[config.mk]
export PLATFORM = sky130hd
export DESIGN_NAME = noise_generator_mc_flat
export DESIGN_NICKNAME = d
export VERILOG_FILES = /design/src/rtl/noise_generator_mc_pkg.sv /design/src/rtl/noise_generator_mc_if.sv /design/src/rtl/noise_generator_mc_lfsr.sv /design/src/rtl/noise_generator_mc.sv /design/src/flat_wrapper.sv
export SDC_FILE = /design/constraint.sdc
export NUM_CORES = 1
export LEC_CHECK = 0
export CAP_MARGIN = 15
export CORE_ASPECT_RATIO = 0.8
export CORE_UTILIZATION = 57
export CTS_CLUSTER_SIZE = 25
export DETAILED_ROUTE_END_ITERATION = 16
export DONT_BUFFER_PORTS = 1
export MAX_ROUTING_LAYER = met4
export PLACE_DENSITY_LB_ADDON = 0.12
export SYNTH_ARGS = -nofsm -noshare
export SYNTH_HDL_FRONTEND = slang
export SYNTH_SLANG_ARGS = --single-unit
[constraint.sdc]
create_clock -name clk -period 8.2 [get_ports clk]
set_input_delay 0.82 -clock clk [delete_from_list [all_inputs] [get_ports clk]]
set_output_delay 0.82 -clock clk [all_outputs]
set_load 0.005 [all_outputs]
[src/rtl/noise_generator_mc_pkg.sv]
// noise_gen_pkg: mode enum, LFSR constants and saturating-add helper shared by noise_generator_mc
package noise_gen_pkg;
  typedef enum logic [1:0] {MODE_OFF, MODE_SAW, MODE_LFSR, MODE_TPDF} noise_mode_e;
  localparam logic [15:0] LFSR_TAPS_16 = 16'hB400;
  localparam logic [15:0] DEFAULT_SEED = 16'hACE1;
  localparam logic [15:0] CH_SEED_STEP = 16'h9E37;
  function automatic logic [31:0] lfsr_taps(input int w);
    return w == 8 ? 32'hB8 : w == 24 ? 32'hE10000 : w == 32 ? 32'hA3000000 : 32'(LFSR_TAPS_16);
  endfunction
  function automatic logic signed [63:0] sat_add(input logic signed [63:0] a, input logic signed [63:0] b, input int w);
    logic signed [63:0] s, hi, lo;
    s = a + b;
    hi = (64'sd1 <<< (w - 1)) - 64'sd1;
    lo = -hi - 64'sd1;
    return s > hi ? hi : s < lo ? lo : s;
  endfunction
endpackage

[src/rtl/noise_generator_mc_if.sv]
// noise_generator_mc_if: control/data bundle between the CODEC glue and noise_generator_mc (sample_in only with NOISE_SAT_ADD_EN)
interface noise_generator_mc_if import noise_gen_pkg::*; #(
  parameter int DATA_W = 24,
  parameter int NUM_CH = 2,
  parameter int LFSR_W = 16
);
  logic                       enable;
  noise_mode_e                mode;
  logic [$clog2(DATA_W)-1:0]  amp;
  logic                       seed_load;
  logic [LFSR_W-1:0]          seed;
  logic [NUM_CH*DATA_W-1:0]   Q;
  logic                       q_valid;
`ifdef NOISE_SAT_ADD_EN
  logic [NUM_CH*DATA_W-1:0]   sample_in;
  modport master(output enable, mode, amp, seed_load, seed, sample_in, input Q, q_valid);
  modport slave(input enable, mode, amp, seed_load, seed, sample_in, output Q, q_valid);
`else
  modport master(output enable, mode, amp, seed_load, seed, input Q, q_valid);
  modport slave(input enable, mode, amp, seed_load, seed, output Q, q_valid);
`endif
endinterface

[src/rtl/noise_generator_mc_lfsr.sv]
// noise_lfsr: one Galois LFSR channel with per-channel seed offset, seed load and all-zero guard
module noise_lfsr import noise_gen_pkg::*; #(
  parameter int W = 16,
  parameter int RAW_W = 8,
  parameter logic [W-1:0] TAPS = W'(LFSR_TAPS_16),
  parameter logic [W-1:0] OFFSET = '0
) (
  input  logic             clk,
  input  logic             reset_n,
  input  logic             step_i,
  input  logic             load_i,
  input  logic [W-1:0]     seed_i,
  output logic [RAW_W-1:0] raw_o
);
  localparam logic [W-1:0] DEF = W'(DEFAULT_SEED);
  localparam logic [W-1:0] RST = (DEF ^ OFFSET) == '0 ? DEF : DEF ^ OFFSET;
  logic [W-1:0] state_q, state_d, next_s, load_v;
  // load beats step; a zero load falls back to the default seed so the register never locks up
  always_comb begin
    next_s = state_q[0] ? (state_q >> 1) ^ TAPS : state_q >> 1;
    load_v = seed_i ^ OFFSET;
    state_d = load_i ? (load_v == '0 ? DEF : load_v) : step_i ? next_s : state_q;
    raw_o = next_s[W-1 -: RAW_W];
  end
  // state register
  always_ff @(posedge clk or negedge reset_n)
    if (!reset_n) state_q <= RST;
    else state_q <= state_d;
endmodule

[src/rtl/noise_generator_mc.sv]
// noise_generator_mc: multi-channel OFF/SAW/LFSR/TPDF noise source strobed by the CODEC enable
// Define NOISE_SAT_ADD_EN to add the noise onto bus.sample_in with saturation instead of emitting bare noise.
module noise_generator_mc import noise_gen_pkg::*; #(
  parameter int DATA_W = 24,
  parameter int NUM_CH = 2,
  parameter int NOISE_W = 8,
  parameter int LFSR_W = 16
) (
  input logic clk,
  input logic reset_n,
  noise_generator_mc_if.slave bus
);
  localparam int AMP_W = $clog2(DATA_W);
  localparam logic [AMP_W-1:0] MAX_SH = AMP_W'(DATA_W - NOISE_W);
  logic               step;
  logic [AMP_W-1:0]   sh;
  logic [NOISE_W-1:0] cnt_q, cnt_d;
  logic               valid_q;
  // a seed load pre-empts the step; the shift is clamped so the noise MSB always lands inside the word
  always_comb begin
    step = bus.enable & ~bus.seed_load;
    sh = bus.amp > MAX_SH ? MAX_SH : bus.amp;
    cnt_d = cnt_q + NOISE_W'(1);
  end
  for (genvar c = 0; c < NUM_CH; c++) begin : g_ch
    logic [NOISE_W-1:0] raw, prev_q, n;
    logic [NOISE_W:0]   tp;
    logic [DATA_W-1:0]  placed, q_q, q_d;
    noise_lfsr #(
      .W(LFSR_W), .RAW_W(NOISE_W),
      .TAPS(LFSR_W'(lfsr_taps(LFSR_W))),
      .OFFSET(LFSR_W'(c * int'(CH_SEED_STEP)))
    ) u_lfsr (
      .clk(clk), .reset_n(reset_n), .step_i(step), .load_i(bus.seed_load),
      .seed_i(bus.seed), .raw_o(raw)
    );
    // mode mux on the post-step state, then sign-extend and place at the clamped shift
    always_comb begin
      tp = {raw[NOISE_W-1], raw} + {prev_q[NOISE_W-1], prev_q};
      n = bus.mode == MODE_SAW ? cnt_d : bus.mode == MODE_LFSR ? raw : bus.mode == MODE_TPDF ? NOISE_W'(tp >> 1) : '0;
      placed = {{(DATA_W-NOISE_W){n[NOISE_W-1]}}, n} << sh;
`ifdef NOISE_SAT_ADD_EN
      q_d = DATA_W'(sat_add(64'(signed'(bus.sample_in[c*DATA_W +: DATA_W])), 64'(signed'(placed)), DATA_W));
`else
      q_d = placed;
`endif
    end
    // TPDF history and output word advance only on an enable that is not pre-empted by a seed load
    always_ff @(posedge clk or negedge reset_n)
      if (!reset_n) begin
        prev_q <= '0;
        q_q <= '0;
      end else if (bus.seed_load) prev_q <= '0;
      else if (bus.enable) begin
        prev_q <= raw;
        q_q <= q_d;
      end
    assign bus.Q[c*DATA_W +: DATA_W] = q_q;
  end
  // shared sawtooth counter and one-cycle valid strobe
  always_ff @(posedge clk or negedge reset_n)
    if (!reset_n) begin
      cnt_q <= '0;
      valid_q <= 1'b0;
    end else begin
      valid_q <= step;
      cnt_q <= bus.seed_load ? '0 : bus.enable ? cnt_d : cnt_q;
    end
  assign bus.q_valid = valid_q;
endmodule

[src/flat_wrapper.sv]
// flat-port wrapper written by rule: the top's interface ports become plain ports
module noise_generator_mc_flat import noise_gen_pkg::*;
#(
  parameter int DATA_W = 24,
  parameter int NUM_CH = 2,
  parameter int NOISE_W = 8,
  parameter int LFSR_W = 16
)
  (clk, reset_n, bus_enable, bus_mode, bus_amp, bus_seed_load, bus_seed, bus_Q, bus_q_valid);
  noise_generator_mc_if #(.DATA_W(DATA_W), .NUM_CH(NUM_CH), .LFSR_W(LFSR_W)) bus_i ();
  input logic clk;
  input logic reset_n;
  input wire logic [$bits(bus_i.enable)-1:0] bus_enable;
  input wire logic [$bits(bus_i.mode)-1:0] bus_mode;
  input wire logic [$bits(bus_i.amp)-1:0] bus_amp;
  input wire logic [$bits(bus_i.seed_load)-1:0] bus_seed_load;
  input wire logic [$bits(bus_i.seed)-1:0] bus_seed;
  output wire logic [$bits(bus_i.Q)-1:0] bus_Q;
  output wire logic [$bits(bus_i.q_valid)-1:0] bus_q_valid;
  assign bus_i.enable = bus_enable;
  assign bus_i.mode = bus_mode;
  assign bus_i.amp = bus_amp;
  assign bus_i.seed_load = bus_seed_load;
  assign bus_i.seed = bus_seed;
  assign bus_Q = bus_i.Q;
  assign bus_q_valid = bus_i.q_valid;
  noise_generator_mc #(.DATA_W(DATA_W), .NUM_CH(NUM_CH), .NOISE_W(NOISE_W), .LFSR_W(LFSR_W)) u_core (.clk(clk), .reset_n(reset_n), .bus(bus_i));
endmodule
==> summary by stage <==
Drt
For this run, the detailed router's first-pass iteration total came to 7. The average detailed-routed wire length per instance is 23.0 um. The detailed router placed 5902 vias in this run. The number of DRC violations after detailed routing is 0. The antenna violation net count after detailed routing is 0.

After detailed routing, the total wire length is 19900 um. Using the TritonRoute via totals, the vias-per-cell ratio works out to 6.82. The initial DRC count is 601.

Die
The floorplan step defined a die boundary enclosing 12100 sq um. In this run the horizontal extent of the chip is 123 um. The die height is 98.5 um. The number of top-level pins is 76. The initial utilization of the core area, before any placement, comes to 59.8%. The placeable core region is 11100 sq um. The cell row count is 34.

Layout
The leading cell type in the layout, fill and taps excluded is dfrtp_1. The fraction of final layout cells sized beyond drive strength 1 is 9.15%. The count of nets after finishing is 762. The number of filler instances in the final layout is 948. Summing all multi-input logic gate instances after layout gives 3670 sq um.

Leaving out fill and tap cells, the most frequent cells in the layout are 89 x dfrtp_1, 88 x nand2_1, 70 x a21oi_1. The final core area utilization is 62.3%. The area growth from synthesis to layout is 4.28%.

Registers take 2650 sq um. 0 antenna diodes ended up in the layout.

Synth
The synthesized area per cell is 8.83 sq um. The register bit count reported by yosys is 105. The fraction of registers with async set or reset after synthesis is 100%.

In this run the biggest area consumer among cell types represents 33.6% of the synthesized area. The summed instance area of the synthesized netlist is 6640 sq um. The number of warning messages in the yosys log is 0.

In the synthesized netlist, the number of instances is 752. Sequential elements use 39.9% of the synthesized area. Yosys attributes the largest share of cell area to dfrtp_1 34%, dfstp_2 6.3%, a21oi_1 5.3%, nand2_1 5.0%, o21ai_0 4.0%. The number of nets produced by synthesis is 798. The cell accounting for the most synthesized area is dfrtp_1. In the synthesized netlist the dominant register cell turns out to be dfrtp_1. Counting distinct cell types in the post-synthesis netlist gives 80.

In this run, synthesis inferred 0 flip-flops with an integrated enable.

CTS
For this design, the CTS-stage hold fixing added 0 buffers. The number of H-tree branching levels is 3. The post-CTS setup repair buffer count is 0. The clock latency on the worst-skew pair is 0.36 ns. Post-CTS repair changed the size of 0 cells. The cell chosen for the clock root is clkbuf_16.

The number of clock buffers inserted by TritonCTS is 9. TritonCTS built the clock tree. The number of buffers on the longest clock path is 2.

The sink count of the clock tree is 105. Clock-pin slew was measured on the worst setup and hold paths at 0.08 ns.

Placement
The worst setup slack after placement is 4.77 ns. Port buffering added 0 buffers. The global placement routability congestion is 1.06. Summed over all nets, the half-perimeter wirelength after detailed placement is 14500 um.

Timing
Headroom to the max-slew limit came out at 28.3%. The number of setup violations in the final report is 0. The final clock skew is 0.0148 ns. For the finished layout, the period the worst path requires is 3.50 ns. The portion of the clock cycle consumed by the worst path in the final layout is 42.6%. The final total negative setup slack is 0 ns. The max-slew violation count was 0. Setup repair after global routing left no endpoint under its margin. The actual transition at the worst max-transition pin is 1.07 ns. The number of endpoints with negative hold slack in the final report was 0. After layout, the worst setup slack is 4.70 ns. The maximum achievable frequency is 0.286 GHz.

Worst setup path
The setup slack of the worst register-to-register path is 4.70 ns. The setup path with the least slack is of type flop to flop. In this run the worst path has a maximum fanout of 7. Data on the critical path arrives at its endpoint at 3.75 ns. The worst setup path is captured at a flop.

The worst setup path is launched from a flop. The required arrival time at the worst endpoint is 8.45 ns. Measured in cells, the most critical reg-to-reg path has a length of 12.

Run status
The run finished with clean final reports.

Pwr
The worst-case IR drop observed on VDD is 0.120 mV. The leakage power is 2.92 nW. Dividing total power by cell area gives a power density of 205 nW/um^2. The sum of internal, switching and leakage power is 0.00142 W.

Global route
The via count of the first global-routing pass is 5600. The first global-routing pass estimated 31700 um of wire. The maximum number of pins on one net before global-route repair is 106. The initial antenna violation count was 0. Global routing consumed, over all layers together, 35.7% of the routing resources. For this run the aggregate overflow at the end of global routing stands at 0.

Run
The number of max-capacitance violations reported is 0.

Hold path
The worst hold path belongs to the class input pin to asynchronous set/reset pin.
-- power breakdown --
part	total [W]	leakage (nW)	switching (W)	internal, W
Combinational	0.000324	1.45	0.000195	0.000129
Clock	0.000464	0.155	0.000219	0.000244
Sequential	0.000630	1.32	0.0000526	0.000578
Total	0.00142	2.92	0.000467	0.000951
-- synth_stat cells (all sizes together), types with 9 or more instances --
cell type and instances:
dfrtp 89, nand2 88, a21oi 71, nor2 62, o21ai 60, clkbuf 30
mux2i 23, buf 20, inv 20, a211oi 18, ha 17, dfstp 16
o211ai 14, mux2 13, a22o 12, nand3 12, nor2b 12, nor3 12
a31oi 10, nand2b 10, o31ai 10, o22a 9, xnor2 9
-- layout make-up --
type                    instances  share of cell area (%)
clock inverters                 7                    1.28
repair buffers                  3                   0.325
well taps                     144                    2.60
flip-flops and latches        105                    38.3
clock buffers                   9                    3.25
inverters                      23                    1.25
multi-input cells             574                    53.0
-- sequential cells by signal (all words and copies together), names as in the netlist --
| name | cells |
|---|---|
| u_core.g_ch.q_q | 48 |
| u_core.g_ch.u_lfsr.state_q | 32 |
| u_core.g_ch.prev_q | 16 |
| u_core.cnt_q | 8 |
| u_core.bus.q_valid | 1 |
-- worst max-delay path, cell delays in order (launching register included) --
cell and delay [ns]:
dfrtp_1 0.46, xnor2_1 0.36, inv_1 0.08, ha_1 0.35, a21oi_1 0.30, a21oi_1 0.14
or3_1 0.33, a31oi_1 0.32, mux2i_1 0.22, mux2_1 0.40, o21ai_1 0.15, a221oi_1 0.11
a21o_1 0.17
-- final timing paths --
check,from,end
setup / recovery,u_core.g_ch[1].u_lfsr.state_q[0],u_core.g_ch[1].q_q[13]
hold / removal,reset_n,u_core.g_ch[1].q_q[3]
setup reg to reg,u_core.g_ch[1].u_lfsr.state_q[0],u_core.g_ch[1].q_q[13]
hold reg to reg,u_core.g_ch[1].q_q[22],u_core.g_ch[1].q_q[22]
max in group asynchronous,reset_n,u_core.g_ch[0].u_lfsr.state_q[7]
min in group clk,u_core.g_ch[1].q_q[22],u_core.g_ch[1].q_q[22]
-- kinds of logic after synthesis --
| family | after synthesis | synth area share (%) |
|---|---|---|
| AOI/OAI and AO/OA | 267 | 27.0 |
| and+or+nand+nor | 238 | 16.9 |
| DFF | 105 | 39.9 |
| buffers and inverters | 73 | 4.84 |
| muxes | 36 | 5.73 |
| adders and majority gates | 19 | 3.81 |
| xor gates and xnor gates | 14 | 1.85 |
-- per-layer routing --
layer,GRT usage [%],part of all wire [%]
met1,54.4,46
met2,46.4,40
met5,-,0
met3,10.2,12
met4,7.04,1.1
-- per-stage QoR --
stage	std cells	cell area (sq um)	hold slack (ns)
3_3_place_gp	849	6610	0.489
4_1_cts	865	6920	0.148
6_report	865	6920	0.150
2_1_floorplan	752	6640	0.471
3_5_place_dp	849	6610	0.504
5_1_grt	865	6920	0.138
(Power assumes the default switching activity.)
